$ cat config.mk
export PLATFORM = sky130hd
export DESIGN_NAME = id_ex_stage
export DESIGN_NICKNAME = d
export VERILOG_FILES = /design/src/rtl/id_ex_stage.sv
export SDC_FILE = /design/constraint.sdc
export NUM_CORES = 1
export LEC_CHECK = 0
export BUFFER_PORTS_ARGS = -buffer_cell sky130_fd_sc_hd__buf_2
export CAP_MARGIN = 20
export CORE_UTILIZATION = 50
export DETAILED_ROUTE_END_ITERATION = 8
export PLACE_DENSITY = 0.84
export SETUP_SLACK_MARGIN = 0.1
export SYNTH_ARGS = -nofsm -noshare
export SYNTH_HDL_FRONTEND = slang
export SYNTH_SLANG_ARGS = --single-unit
$ cat constraint.sdc
create_clock -name clk -period 3.9 [get_ports clk]
set_input_delay 0.78 -clock clk [delete_from_list [all_inputs] [get_ports clk]]
set_output_delay 0.78 -clock clk [all_outputs]
set_load 0.05 [all_outputs]
$ cat src/rtl/id_ex_stage.sv
// ID/EX pipeline register with load-use hazard detection.
// Captures register read data and decoded control for one instruction and
// presents them to EX one edge later. Inserts a one-cycle bubble (and asks
// IF/ID to hold) when the instruction in ID needs the result of a load that
// is still in EX, and counts those bubbles with a saturating counter.
//
// Flow control: ex_stall is a hold request from downstream. While it is high
// nothing in this stage changes: the EX registers and the bubble counter hold,
// and ifid_hold is raised so upstream keeps presenting the same instruction.
// An instruction therefore moves ID->EX exactly on an edge where ex_stall=0,
// flush=0 and load_use_stall=0. flush and the load-use bubble both replace
// the EX contents with an all-zero bubble.
module id_ex_stage #(
  parameter int DW = 16,
  parameter int RW = 4
) (
  input  logic          clk,
  input  logic          rst,
  input  logic          id_valid,
  input  logic [DW-1:0] id_pc,
  input  logic [3:0]    id_opcode,
  input  logic [RW-1:0] id_rs,
  input  logic [RW-1:0] id_rt,
  input  logic [RW-1:0] id_rd,
  input  logic          id_rs_used,
  input  logic          id_rt_used,
  input  logic [DW-1:0] id_src_data1,
  input  logic [DW-1:0] id_src_data2,
  input  logic [DW-1:0] id_imm,
  input  logic          id_reg_write,
  input  logic          id_mem_read,
  input  logic          id_mem_write,
  input  logic          flush,
  input  logic          ex_stall,
  output logic          ex_valid,
  output logic [DW-1:0] ex_pc,
  output logic [3:0]    ex_opcode,
  output logic [RW-1:0] ex_rs,
  output logic [RW-1:0] ex_rt,
  output logic [RW-1:0] ex_rd,
  output logic [DW-1:0] ex_data1,
  output logic [DW-1:0] ex_data2,
  output logic [DW-1:0] ex_imm,
  output logic          ex_reg_write,
  output logic          ex_mem_read,
  output logic          ex_mem_write,
  output logic          load_use_stall,
  output logic          ifid_hold,
  output logic [15:0]   bubble_cnt
);

  // Everything that travels from ID to EX, kept together so hold / bubble /
  // load are single assignments and cannot drift apart field by field.
  typedef struct packed {
    logic          valid;
    logic [DW-1:0] pc;
    logic [3:0]    opcode;
    logic [RW-1:0] rs;
    logic [RW-1:0] rt;
    logic [RW-1:0] rd;
    logic [DW-1:0] data1;
    logic [DW-1:0] data2;
    logic [DW-1:0] imm;
    logic          reg_write;
    logic          mem_read;
    logic          mem_write;
  } stage_t;

  // What the next edge does to the EX registers. This is the implicit
  // NORMAL / BUBBLE / HELD behaviour made explicit so it can be observed
  // and checked from one place.
  typedef enum logic [1:0] {
    ACT_LOAD     = 2'd0,  // normal advance from ID
    ACT_HOLD     = 2'd1,  // downstream stall, keep everything
    ACT_FLUSH    = 2'd2,  // branch redirect kills ID, bubble into EX
    ACT_LOAD_USE = 2'd3   // load-use hazard, bubble into EX and count it
  } action_t;

  stage_t  stage_q;
  stage_t  id_bundle;
  action_t action;
  logic    rs_hit;
  logic    rt_hit;
  logic [15:0] bubble_cnt_q;

  assign id_bundle = '{
    valid:     id_valid,
    pc:        id_pc,
    opcode:    id_opcode,
    rs:        id_rs,
    rt:        id_rt,
    rd:        id_rd,
    data1:     id_src_data1,
    data2:     id_src_data2,
    imm:       id_imm,
    reg_write: id_reg_write,
    mem_read:  id_mem_read,
    mem_write: id_mem_write
  };

  // Hazard detection: a load in EX whose destination is read by the valid,
  // unflushed instruction in ID. Register 0 is treated like any other, and
  // the load's reg_write bit is deliberately not consulted.
  always_comb begin
    rs_hit         = id_rs_used && (id_rs == stage_q.rd);
    rt_hit         = id_rt_used && (id_rt == stage_q.rd);
    load_use_stall = stage_q.valid && stage_q.mem_read && id_valid && !flush
                     && (rs_hit || rt_hit);
    ifid_hold      = load_use_stall || ex_stall;
  end

  // Priority select for the next edge: stall beats flush beats hazard.
  always_comb begin
    action = ACT_LOAD;
    if (ex_stall) begin
      action = ACT_HOLD;
    end else if (flush) begin
      action = ACT_FLUSH;
    end else if (load_use_stall) begin
      action = ACT_LOAD_USE;
    end
  end

  // EX register bank: hold, zero to a bubble, or capture ID as-is (an
  // invalid ID slot is captured unmasked; decode keeps its controls at 0).
  always_ff @(posedge clk or negedge rst) begin
    if (!rst) begin
      stage_q <= '0;
    end else begin
      unique case (action)
        ACT_HOLD:     stage_q <= stage_q;
        ACT_FLUSH:    stage_q <= '0;
        ACT_LOAD_USE: stage_q <= '0;
        default:      stage_q <= id_bundle;
      endcase
    end
  end

  // Saturating count of load-use bubbles actually inserted; frozen by stall.
  always_ff @(posedge clk or negedge rst) begin
    if (!rst) begin
      bubble_cnt_q <= '0;
    end else if (action == ACT_LOAD_USE && bubble_cnt_q != 16'hFFFF) begin
      bubble_cnt_q <= bubble_cnt_q + 16'd1;
    end
  end

  assign ex_valid     = stage_q.valid;
  assign ex_pc        = stage_q.pc;
  assign ex_opcode    = stage_q.opcode;
  assign ex_rs        = stage_q.rs;
  assign ex_rt        = stage_q.rt;
  assign ex_rd        = stage_q.rd;
  assign ex_data1     = stage_q.data1;
  assign ex_data2     = stage_q.data2;
  assign ex_imm       = stage_q.imm;
  assign ex_reg_write = stage_q.reg_write;
  assign ex_mem_read  = stage_q.mem_read;
  assign ex_mem_write = stage_q.mem_write;
  assign bubble_cnt   = bubble_cnt_q;

endmodule

==> results.cfg <==
[synthesis]
synth_edf_count = 0
synth_cell_types = 28
yosys_warnings = 0
ys.flop_type = dfrtp_1
synthCells = 456
yosysSeqAreaShare_pct = 58.8
synth_nets = 547
postSynth.asyncResetShare_pct = 100
avgSynthCellArea_sq_um = 9.33
synth-seq-cells = 100
syn_area_sq_um = 4260

[route]
wire_per_inst_um = 13.1
antenna_left = 0
drtIter0Drc = 95
drc = 0
viasPerCell = 5.04
drt-total-wl_um = 9760
vias = 3740
dr.pass1.iters = 5

[sta]
setup_viol = 0
timing.final.crit_share_pct = 70.4
hold_viol = 0
rsz0062_at_grt = false
maxSlewViolCount = 0
finalClockSkew_ns = 0.0168
min_period_ns = 2.75
fmax_mhz = 364
maxSlewHeadroom_pct = 35.8
tightest_slew_ns = 0.963
finalSetupTns_ns = 0

[pwr]
power_density_nw_per_um2 = 414
ir_drop_mv = 0.230
power_leakage_nw = 2.85
finalPower_w = 0.00224

[floorplan]
io_pins = 192
fp.coreArea_sq_um = 8220
die_w_um = 94.3
num_rows = 33
initial_core_util_pct = 51.8
fp.dieArea_sq_um = 8890
die-height_um = 94.3

[placement]
hpwl_um = 7000
gp_congestion = 0.787
portBuffers = 191

[critical_path]
slowest_delay_ns = 0.28
slowest_stage = o22ai_1
cp_max_fo = 3
crit_required_ns = 3.12
end_kind = output pin
crit_chain = buf_2, xnor2_1, nand4_1, o22ai_1, or2_2, buf_2
critPathLaunchType = input pin
crit_type = in2out
cp.arrival_ns = 1.97
cpMostUsedCell = buf_2

[clocking]
clock_path_buffers = 2
cts_sinks = 100
cts_setup_buffers = 0
cts_tree = yes
cts_hold_buffers = 0
h-tree-depth = 3
clkTransAtPathRegs_ns = 0.09
ctsResizeCount = 0
clock-root-buffer = clkbuf_8
cts_buffers = 9
clk_latency_ns = 0.35

[final_layout]
seq_area_sq_um = 2500
multi_input_area_sq_um = 1590
drive_above_1_share_pct = 34.2
syn2layout_area_growth_pct = 27.0
diodes = 0
fillers = 716
fin_nets = 724

[grt]
grt_pass1_wl_um = 15300
first_global_vias = 3376
grt_max_degree = 106
gr-total-overflow = 0
grt_util_all_layers_pct = 22.0
antenna_found_initial = 0

[outcome]
status = complete, no violations

[run]
max-cap-violations = 0

[min_path]
hold_path.class = reg2reg
==> flip-flops by register name, indices dropped and copies added (netlist names), 4 cells and up <==
register	count
bubble_cnt	16
ex_data1	16
ex_rs	4
ex_data2	16
ex_rd	4
ex_imm	16
ex_opcode	4
ex_pc	16
ex_rt	4
==> metal layers <==
layer	vias up	wire length, um	track usage, %
li1	1841	-	-
met1	1745	4170	27.6
met2	135	4780	36.8
met3	19	586	4.61
met4	0	217	8.85
met5	-	0	0
==> cells in the mapped netlist, types with 7 or more instances <==
master    number  area (sq um)
nand2_1      175           657
dfrtp_1      100          2500
nand3_1        7          35.0
buf_4          8          60.1
clkbuf_1      18          67.6
o21ai_0       77           385
nand4_1       11          68.8
xnor2_1       22           193
o21ai_1        7          35.0
==> cell usage in the layout, fill, tap and decap left out, types with 2 or more instances in the layout <==
| cell type | synthesis | final |
|---|---|---|
| nor2_1 | 2 | 2 |
| clkbuf_8 | 0 | 10 |
| and4_1 | 3 | 3 |
| and2_1 | 3 | 3 |
| clkinvlp_4 | 0 | 2 |
| buf_2 | 3 | 189 |
| dfrtp_1 | 100 | 100 |
| and3_1 | 3 | 3 |
| buf_4 | 8 | 7 |
| nand3_1 | 7 | 7 |
| o21ai_1 | 7 | 7 |
| inv_1 | 2 | 2 |
| nand3b_1 | 3 | 3 |
| o21ai_0 | 77 | 77 |
| nand4_1 | 11 | 11 |
| nand2_1 | 175 | 175 |
| xnor2_1 | 22 | 22 |
==> cell type report <==
type,instances,share of cell area (%)
Inverter,2,0.139
Tap cell,105,2.43
Timing Repair Buffer,196,18.5
Clock buffer,10,2.55
Sequential cell,100,46.3
Multi-Input combinational cell,324,29.5
Clock inverter,5,0.694
==> report_power, final <==
part / leakage (nW) / internal [W] / switching (W)
combinational: 1.45 / 0.000122 / 0.000385
sequential: 1.32 / 0.00110 / 0.0000389
clock: 0.0848 / 0.000249 / 0.000343
==> critical path, delay by kind of cell <==
kind / cells / cell delay [ns]
AOI/OAI and AO/OA: 1 / 0.28
xor gates and xnor gates: 1 / 0.15
buffers and inverters: 2 / 0.37
and+or+nand+nor: 2 / 0.38
==> path summary, 6_finish.rpt <==
kind	from	end	slack [ns]	cells after the start
worst max-delay path	id_rt[3]	ifid_hold	1.15	6
worst min-delay path	ex_data2[8]	ex_data2[8]	0.48	2
worst max register to register	bubble_cnt[0]	bubble_cnt[1]	1.56	6
worst min register to register	ex_data2[8]	ex_data2[8]	0.48	2
max in group asynchronous	rst	ex_rs[3]	2.57	2
min in group asynchronous	rst	bubble_cnt[13]	0.57	1
==> cell families after synthesis <==
kind of cell    synth area share, %
simple gates                   21.1
mux                           0.353
flops                          58.8
fa+ha+maj                     0.294
xor+xnor                       4.73
compound gates                 10.9
buf+inv                        3.79
==> per-stage QoR <==
| step | cell area (sq um) | util [%] | setup slack [ns] | instances | hold slack [ns] |
|---|---|---|---|---|---|
| floorplan | 4260 | - | 0.741 | 456 | 0.484 |
| global placement | 5230 | 63.7 | 1.19 | 727 | 0.462 |
| detailed placement | 5230 | 63.7 | 1.16 | 727 | 0.468 |
| CTS | 5410 | 65.8 | 1.15 | 742 | 0.493 |
| global route | 5410 | 65.8 | 1.08 | 742 | 0.508 |
| finish | 5410 | 65.8 | 1.15 | 742 | 0.484 |
Note: power is estimated with default switching activity, not from simulation.
